$ cat src/rtl/seg7_pkg.sv
// Shared seven-segment display definitions: segment patterns in {g,f,e,d,c,b,a}
// order (1 = lit), digit width and the receive-side capture state encoding.
package seg7_pkg;

    localparam int DIGIT_W = 4;

    localparam logic [6:0] SEG_0 = 7'h3F;
    localparam logic [6:0] SEG_1 = 7'h06;
    localparam logic [6:0] SEG_2 = 7'h5B;
    localparam logic [6:0] SEG_3 = 7'h4F;
    localparam logic [6:0] SEG_4 = 7'h66;
    localparam logic [6:0] SEG_5 = 7'h6D;
    localparam logic [6:0] SEG_6 = 7'h7D;
    localparam logic [6:0] SEG_7 = 7'h07;
    localparam logic [6:0] SEG_8 = 7'h7F;
    localparam logic [6:0] SEG_9 = 7'h6F;
    localparam logic [6:0] SEG_A = 7'h77;
    localparam logic [6:0] SEG_B = 7'h7C;
    localparam logic [6:0] SEG_C = 7'h39;
    localparam logic [6:0] SEG_D = 7'h5E;
    localparam logic [6:0] SEG_E = 7'h79;
    localparam logic [6:0] SEG_F = 7'h71;

    typedef enum logic {
        SETTLING = 1'b0,
        CAPTURED = 1'b1
    } cap_state_e;

endpackage

$ cat src/rtl/seg7_to_hex.sv
// Combinational segment-pattern decoder; unknown patterns give value 0 with err set.
module seg7_to_hex
    import seg7_pkg::*;
(
    input  logic [6:0]         seg,
    output logic [DIGIT_W-1:0] value,
    output logic               err
);

    always_comb begin
        value = '0;
        err   = 1'b0;
        case (seg)
            SEG_0:   value = 4'h0;
            SEG_1:   value = 4'h1;
            SEG_2:   value = 4'h2;
            SEG_3:   value = 4'h3;
            SEG_4:   value = 4'h4;
            SEG_5:   value = 4'h5;
            SEG_6:   value = 4'h6;
            SEG_7:   value = 4'h7;
            SEG_8:   value = 4'h8;
            SEG_9:   value = 4'h9;
            SEG_A:   value = 4'hA;
            SEG_B:   value = 4'hB;
            SEG_C:   value = 4'hC;
            SEG_D:   value = 4'hD;
            SEG_E:   value = 4'hE;
            SEG_F:   value = 4'hF;
            default: err = 1'b1;
        endcase
    end

endmodule

$ cat src/rtl/seg7_scan_rx.sv
// Receive side of the multiplexed display bus: waits for each digit to settle,
// decodes it into its slot and hands complete frames out on a valid/ready port.
module seg7_scan_rx
    import seg7_pkg::*;
#(
    parameter int NUM_DIGITS    = 2,
    parameter int STABLE_CYCLES = 4
) (
    input  logic                          clk,
    input  logic                          rst,
    input  logic [6:0]                    seg,
    input  logic [NUM_DIGITS-1:0]         an,
    output logic [DIGIT_W*NUM_DIGITS-1:0] frame_data,
    output logic [NUM_DIGITS-1:0]         frame_err,
    output logic                          frame_valid,
    input  logic                          frame_ready,
    output logic                          frame_drop
);

    localparam int SMP_W = 7 + NUM_DIGITS;
    localparam int CNT_W = (STABLE_CYCLES > 2) ? $clog2(STABLE_CYCLES) : 1;
    localparam int IDX_W = (NUM_DIGITS > 1) ? $clog2(NUM_DIGITS) : 1;
    localparam logic [CNT_W-1:0] CNT_MAX = CNT_W'(STABLE_CYCLES - 1);

    logic [SMP_W-1:0]              smp_q, smp_d;
    logic [CNT_W-1:0]              cnt_q, cnt_d;
    cap_state_e                    state_q, state_d;
    logic [NUM_DIGITS-1:0]         mask_q, mask_d;
    logic [DIGIT_W*NUM_DIGITS-1:0] slot_data_q, slot_data_d;
    logic [NUM_DIGITS-1:0]         slot_err_q, slot_err_d;
    logic [DIGIT_W*NUM_DIGITS-1:0] frame_data_q, frame_data_d;
    logic [NUM_DIGITS-1:0]         frame_err_q, frame_err_d;
    logic                          frame_valid_q, frame_valid_d;
    logic                          frame_drop_q, frame_drop_d;

    logic                  match;
    logic                  capture;
    logic                  frame_done;
    logic [NUM_DIGITS-1:0] smp_an;
    logic [6:0]            smp_seg;
    logic [IDX_W-1:0]      cap_idx;
    logic [DIGIT_W-1:0]    dec_value;
    logic                  dec_err;

    assign smp_an  = smp_q[NUM_DIGITS-1:0];
    assign smp_seg = smp_q[SMP_W-1 -: 7];
    assign match   = ({seg, an} == smp_q);

    seg7_to_hex u_dec (
        .seg   (smp_seg),
        .value (dec_value),
        .err   (dec_err)
    );

    always_comb begin
        smp_d = {seg, an};
        cnt_d = '0;
        if (match) begin
            cnt_d = (cnt_q == CNT_MAX) ? cnt_q : cnt_q + 1'b1;
        end
    end

    always_comb begin
        cap_idx = '0;
        for (int i = 0; i < NUM_DIGITS; i++) begin
            if (smp_an[i]) cap_idx = IDX_W'(i);
        end
    end

    // Capture fires on the edge where the count reaches its top, so the digit
    // lands on the STABLE_CYCLES-th identical sample; on a match smp equals the input.
    always_comb begin
        state_d = state_q;
        capture = 1'b0;
        case (state_q)
            SETTLING: begin
                if (match && cnt_d == CNT_MAX && $onehot(smp_an)) begin
                    capture = 1'b1;
                    state_d = CAPTURED;
                end
            end
            CAPTURED: begin
                if (!match) state_d = SETTLING;
            end
            default: state_d = SETTLING;
        endcase
    end

    assign frame_done = &mask_q;

    always_comb begin
        mask_d      = frame_done ? '0 : mask_q;
        slot_data_d = slot_data_q;
        slot_err_d  = slot_err_q;
        if (capture) begin
            mask_d[cap_idx]                         = 1'b1;
            slot_data_d[cap_idx*DIGIT_W +: DIGIT_W] = dec_value;
            slot_err_d[cap_idx]                     = dec_err;
        end
    end

    // A completed frame loads when the output register is empty or draining
    // this edge; otherwise it is dropped and the held frame is left alone.
    always_comb begin
        frame_data_d  = frame_data_q;
        frame_err_d   = frame_err_q;
        frame_valid_d = frame_valid_q;
        frame_drop_d  = 1'b0;
        if (frame_valid_q && frame_ready) frame_valid_d = 1'b0;
        if (frame_done) begin
            if (!frame_valid_q || frame_ready) begin
                frame_data_d  = slot_data_q;
                frame_err_d   = slot_err_q;
                frame_valid_d = 1'b1;
            end else begin
                frame_drop_d = 1'b1;
            end
        end
    end

    always_ff @(posedge clk or posedge rst) begin
        if (rst) begin
            smp_q         <= '0;
            cnt_q         <= '0;
            state_q       <= SETTLING;
            mask_q        <= '0;
            slot_data_q   <= '0;
            slot_err_q    <= '0;
            frame_data_q  <= '0;
            frame_err_q   <= '0;
            frame_valid_q <= 1'b0;
            frame_drop_q  <= 1'b0;
        end else begin
            smp_q         <= smp_d;
            cnt_q         <= cnt_d;
            state_q       <= state_d;
            mask_q        <= mask_d;
            slot_data_q   <= slot_data_d;
            slot_err_q    <= slot_err_d;
            frame_data_q  <= frame_data_d;
            frame_err_q   <= frame_err_d;
            frame_valid_q <= frame_valid_d;
            frame_drop_q  <= frame_drop_d;
        end
    end

    assign frame_data  = frame_data_q;
    assign frame_err   = frame_err_q;
    assign frame_valid = frame_valid_q;
    assign frame_drop  = frame_drop_q;

endmodule

$ cat config.mk
export PLATFORM = sky130hd
export DESIGN_NAME = seg7_scan_rx
export DESIGN_NICKNAME = d
export VERILOG_FILES = /design/src/rtl/seg7_pkg.sv /design/src/rtl/seg7_to_hex.sv /design/src/rtl/seg7_scan_rx.sv
export SDC_FILE = /design/constraint.sdc
export NUM_CORES = 1
export LEC_CHECK = 0
export BUFFER_PORTS_ARGS = -buffer_cell sky130_fd_sc_hd__buf_2
export CAP_MARGIN = 20
export CORE_ASPECT_RATIO = 0.5
export CORE_MARGIN = 10
export CORE_UTILIZATION = 41
export CTS_CLUSTER_SIZE = 25
export DETAILED_ROUTE_END_ITERATION = 8
export GPL_TIMING_DRIVEN = 0
export PLACE_DENSITY = 0.61
export SLEW_MARGIN = 15
export SYNTH_ARGS = -nofsm -noshare
export SYNTH_HDL_FRONTEND = slang
export SYNTH_SLANG_ARGS = --single-unit
$ cat constraint.sdc
create_clock -name clk -period 2.4 [get_ports clk]
set_input_delay 0.12 -clock clk [delete_from_list [all_inputs] [get_ports clk]]
set_output_delay 0.12 -clock clk [all_outputs]
set_load 0.05 [all_outputs]
Yosys cells after proc, flatten, opt, wreduce, memory -nomap -nowiden
Index checks and enable logic that the tools add are counted.
{ "word_totals": {"reg_bits": 36, "latchBits": 0, "mem_bits_rw": 0, "rom_bits": 0, "in_bits": 12, "out_inout_bits": 12, "word_cells": 68, "mem_count": 0} }
{ "classes": {"n_addsub": 3, "n_mul": 0, "n_div": 0, "order_cmp": 2, "n_eq_ne": 20, "shifts": 2, "mux": 20, "n_bitwise": 2, "n_reduce_logical": 9} }
{ "ops": {"columns": ["operator", "n"], "rows": [
  ["equality test 7 bit (second input constant)", 12],
  ["case mux 4 bit (15 select lines)", 1],
  ["negator 3 -> 34 bit", 1],
  ["variable shift 4 x 34 -> 8 bit (first input constant)", 1],
  ["variable part select 4 x 34 -> 8 bit", 1],
  ["OR reduction 16 bit", 1],
  ["equality test 7 x 3 -> 1 bit (second input constant)", 2],
  ["equality test 7 x 6 -> 1 bit (second input constant)", 2],
  ["2-to-1 mux 1 bit", 11],
  ["equality test 9 bit", 1],
  ["bitwise mux 8 bit", 1],
  ["2-to-1 mux 2 bit", 4],
  ["equality test 2 bit (second input constant)", 2],
  ["logical AND 1 bit", 4],
  ["AND reduction 3 bit", 1],
  ["adder 1 x 1 -> 2 bit", 1],
  ["adder 2 x 1 -> 2 bit (second input constant)", 1],
  ["bitwise mux 2 bit", 1],
  ["equality test 2 x 1 -> 1 bit (second input constant)", 1],
  ["< comparator 1 x 2 -> 1 bit (second input constant)", 1],
  ["OR 2 bit", 1],
  ["case mux 1 bit (2 select lines)", 1],
  ["AND reduction 2 bit", 1],
  ["demux 1 bit (select 1 bit)", 1],
  ["4 further kinds", 4]
]} }

Depth between registers and ports, before layout
{ "logic_depth": {"word_depth": 9, "mapped_depth": 6, "depth_no_buf": 5} }

Modules after synthesis
Synthesis repeated with hierarchy kept, for this count alone.
{ "hier_totals": {"hier_cells": 149, "area_unflattened_um2": 1809.2} }
{ "modules_own_cells": {"columns": ["mod", "n_inst", "cells_each", "area_per_inst_um2", "seq_area_each_um2"], "rows": [
  ["seg7_scan_rx", 1, 91, 1397.6, 900.9],
  ["seg7_to_hex", 1, 58, 411.6, 0.0]
]} }

Least setup slack after synthesis
Ideal clock, no wire load.
{ "synth_timing": {"kind": "register to register", "startpoint": "register smp_q[7]", "endpoint": "register slot_data_q[0]", "setup_ns": 0.125, "arrival_ns": 1.855, "required_ns": 2.275, "slack_ns": 0.420, "path_stages_with_launch": 6, "path_buffers": 0, "period_less_slack_ns": 1.980, "path_cell_list": "dfrtp_1 -> xor2_1 -> nor4_2 -> nand4_2 -> nor4b_4 -> mux2_2"} }
{ "synth_via": {"elab_chain_len": 7, "word_cells_on_any_way": 25, "classes_between": "eq/ne (17); shift (1); mux (5); reduce/logical (2)"} }
{ "synth_lines": {"columns": ["element", "line", "text"], "rows": [
  ["start: declaration", "seg7_scan_rx.sv:25", "logic [SMP_W-1:0] smp_q, smp_d;"],
  ["start signal: assignment", "seg7_scan_rx.sv:134", "smp_q <= smp_d;"],
  ["branches (longest 7 deep; another with variable part select 4 x 34 -> 8 bit)", null, null],
  ["end signal: assignment", "seg7_scan_rx.sv:138", "slot_data_q <= slot_data_d;"],
  ["end: declaration", "seg7_scan_rx.sv:29", "logic [DIGIT_W*NUM_DIGITS-1:0] slot_data_q, slot_data_d;"]
]} }
Several ways; the timed one is not identified.
A chain may end at the register's enable or synchronous reset.

Final worst setup path
{ "layout_timing": {"startpoint": "input seg[5]", "endpoint": "register slot_err_q[0]"} }
{ "layout_via": {"elab_chain_len": 7} }
{ "layout_lines": {"columns": ["element", "line", "text"], "rows": [
  ["start: declaration", "seg7_scan_rx.sv:11", "input logic [6:0] seg,"],
  ["equality test 9 bit *", "seg7_scan_rx.sv:47", "assign match = ({seg, an} == smp_q);"],
  ["2-to-1 mux 2 bit", "seg7_scan_rx.sv:58", "if (match) begin"],
  ["equality test 2 bit", "seg7_scan_rx.sv:77", "if (match && cnt_d == CNT_MAX && $onehot(smp_an)) begin"],
  ["logical AND 1 bit * (2 in a row)", "seg7_scan_rx.sv:77", null],
  ["2-to-1 mux 1 bit *", "seg7_scan_rx.sv:77", null],
  ["2-to-1 mux 1 bit *", "seg7_scan_rx.sv:75", "case (state_q)"],
  ["end signal: assignment", "seg7_scan_rx.sv:139", "slot_err_q <= slot_err_d;"],
  ["end: declaration", "seg7_scan_rx.sv:30", "logic [NUM_DIGITS-1:0] slot_err_q, slot_err_d;"]
]} }
Mark *: on every way between the ends. The rest lies on a longest branch, timed or not.

==> flow_summary_export.csv <==
group,metric,value,unit
sta,min_period_over_period,0.934,
synthesis,yosysSeqAreaShare,0.531,
synthesis,synth_enable_flop_cells,0,
detailed_routing,antenna_left,0,
cells_and_area,antenna_cells,0,
synthesis,synth_area_leaders,"dfrtp_1 53%, mux2_2 13%, xor2_1 4.1%",
sta,worst_pin_slew,0.740,ns
critical_path,crit_family,"simple AND/OR/NAND/NOR gates",
global_routing,grt_max_degree,37,
pwr,irDropWorstVdd,0.000256,V
cts,cts_buffers,5,
floorplan,dieArea,0.00727,mm2
global_routing,antenna_found_initial,0,
sta,slew_headroom,0.506,
sta,fmax,446,MHz
floorplan,ioPinCount,24,
cts,cts.clk_slew.worst_paths,0.07,ns
global_routing,grt-ovfl-total,0,
synthesis,synthMuxAreaShare,0.133,
placed_design,place.gp.congestion,0.848,
run,cap_violations,0,
cts,cts_tree,"yes",
sta,rsz0062_at_grt,"false",
cts,h-tree-depth,2,
synthesis,synth_adder_area_share,0,
critical_path,critPathLaunchType,"input port",
floorplan,die_h,65.5,um
critical_path,worstPathBufferInverterCount,2,
synthesis,synth_compound_area_frac,0.0914,
detailed_routing,wl,3.35,mm
cts,insertion_delay,0.29,ns
cells_and_area,area_delta_synth_final,22.2,%
floorplan,die_w,111,um
synthesis,syn_area,0.00170,mm2
synthesis,synthDistinctLibCells,40,
critical_path,cp-end-kind,"flop",
synthesis,synth_top_area_frac,0.531,
synthesis,yosysWarnings,0,
critical_path,crit_slowest_cell,"nor4b_4",
synthesis,synth-async-reset-ratio,1.00,
cts,cts-resized-gates,0,
worst_hold_path,hold_path_class,"in -> reg",
critical_path,reg2reg_from,"smp_q[6]",
cts,cts_buffer_depth,2,
outcome,status,"completed",
critical_path,crit_chain,"dlygate4sd3_1 -> buf_2 -> xor2_1 -> nor4_2 -> nand4_2 -> nor4b_4 -> mux2_2",
sta,drv_slew,0,
sta,finalSetupTns,0,ns
floorplan,coreArea,0.00394,mm2
sta,min_period,2.24,ns
global_routing,grt_first_pass_wirelength,5.73,mm
sta,hold_viol,0,
pwr,leakage,0.00101,uW
cts,clock_sinks,36,
cells_and_area,nFillCells,369,
critical_path,cp_max_fo,6,
synthesis,synth_xor_area_frac,0.0567,
detailed_routing,drcViolationCount,0,
synthesis,yosys_most_used_dff,"dfrtp_1",
synthesis,ys_ff_latch,36,
synthesis,synth_top_family_by_area,"simple AND/OR/NAND/NOR gates",
critical_path,startpoint,"seg[5]",
placed_design,place_area,0.00188,mm2
cells_and_area,nets,193,
synthesis,yosys.area.top_type,"dfrtp_1",
critical_path,crit_path_max_incr_delay,0.55,ns
critical_path,critPathRequiredTime,2.57,ns
sta,finalClockSkew,0.00787,ns
floorplan,start_util,0.431,
cells_and_area,final_cell_area,0.00207,mm2
detailed_routing,drt_iter0_drc,56,
detailed_routing,num_vias,1185,
global_routing,grt_usage,0.0974,
critical_path,arrival,2.41,ns
critical_path,criticalPathCategory,"in -> reg",
cells_and_area,drive_gt1_frac,0.313,
detailed_routing,vias_per_cell,5.02,
cts,clock-root-buffer,"clkbuf_8",
sta,setup_viol_count_final,0,
pwr,power-per-cell-area,562,mW/mm2
synthesis,synthCells,141,
placed_design,place.detailed.hpwl,2.45,mm
placed_design,io_buffers,23,
detailed_routing,wl_per_cell,14.2,um
floorplan,rows,16,
detailed_routing,drt-pass1-iter-count,4,
synthesis,synth_simple_gate_area_frac,0.156,
synthesis,postSynthAreaPerCell,12.0,um2
synthesis,synth_nets,153,
global_routing,grt_pass1_vias,1224,
worst_hold_path,hold_start,"frame_ready",
[cell families after synthesis]
logic type	count (synthesis)
simple gates	39
compound gates	21
mux	20
flops	36
buf+inv	14
xor+xnor	11
[synthesized netlist by cell type, drive strengths merged, types with 2 or more instances]
cell type and instances:
inv 6, a21oi 2, xor2 8, buf 2, a21o 2, nand4 3, dfrtp 36, o2111ai 2
nor2 6, nor4 2, nor4b 2, nand2b 3, mux2 20, or4 2, nand3 3, nand2 8
xnor2 3, a31oi 2, clkbuf 6, nor2b 4, o21ai 3
[timing repair]
item | CTS | global route
hold endpoints to repair | 45 | 0
buffers inserted | 0 | 0
hold buffers | 10 | 0
[power breakdown]
part / total, uW / switching [uW] / internal, uW
clock: 443 / 210 / 233
sequential: 623 / 8.43 / 614
combinational: 101 / 57.4 / 43.4
[worst min-delay path: stages]
cell	delay, ns
buf_2	0.07
nand2b_1	0.13
nor2_1	0.06
[placed cells by master (no fill, tap or decap), types with 2 or more instances in the layout]
| cell | count |
|---|---|
| inv_1 | 5 |
| a21oi_1 | 2 |
| nand3_1 | 3 |
| xnor2_1 | 3 |
| nor2b_1 | 4 |
| clkbuf_1 | 7 |
| dfrtp_1 | 36 |
| nand2_1 | 8 |
| mux2_2 | 20 |
| nand4_1 | 2 |
| clkbuf_8 | 6 |
| nor2_1 | 6 |
| o2111ai_1 | 2 |
| o21ai_0 | 3 |
| buf_2 | 25 |
| or4_1 | 2 |
| dlygate4sd3_1 | 10 |
| nand2b_1 | 3 |
| xor2_1 | 8 |
| a31oi_1 | 2 |
| a21o_1 | 2 |
[flip-flops by register name (all words and copies together), names as in the netlist]
| name | flops |
|---|---|
| smp_q | 9 |
| frame_drop | 1 |
| frame_valid | 1 |
| state_q | 1 |
| cnt_q | 2 |
| slot_err_q | 2 |
| frame_err | 2 |
| slot_data_q | 8 |
| mask_q | 2 |
| frame_data | 8 |
[per-layer routing]
layer	vias to the layer above	wire length (um)	GRT usage
li1	588	-	-
met1	573	1660	0.120
met2	20	1480	0.147
met3	4	152	0.0353
met4	0	57	0.0532
met5	-	0	0
[layout make-up]
type,count,area [um2],share of cell area
well taps,54,67.6,0.0326
plain buffers,8,32.5,0.0157
inverters,6,22.5,0.0109
clock inverters,1,7.51,0.00362
repair buffers,33,215,0.104
multi-input cells,91,742,0.358
flip-flops and latches,36,901,0.434
clock buffers,7,86.3,0.0416
[per-stage QoR]
stage / cells / total power, uW / utilization / setup slack (ns) / hold WS [ns]
finish: 236 / 1170 / 0.526 / 0.157 / 0.125
global route: 236 / 1220 / 0.526 / 0.0516 / 0.150
detailed placement: 218 / 723 / 0.477 / 0.177 / 0.256
global placement: 218 / 723 / 0.477 / 0.211 / 0.251
CTS: 236 / 1180 / 0.526 / 0.134 / 0.118
floorplan: 141 / 695 / - / 0.420 / 0.151
[worst paths after layout]
path	end	slack [ns]	cells past startpoint
max in group asynchronous	slot_err_q[1]	1.41	3
worst min-delay path	frame_drop	0.13	3
min in group asynchronous	cnt_q[1]	0.52	3
worst max register to register	slot_err_q[0]	0.19	6
worst max-delay path	slot_err_q[0]	0.16	7
worst min register to register	cnt_q[0]	0.48	1
Note: power is estimated with default switching activity, not from simulation.
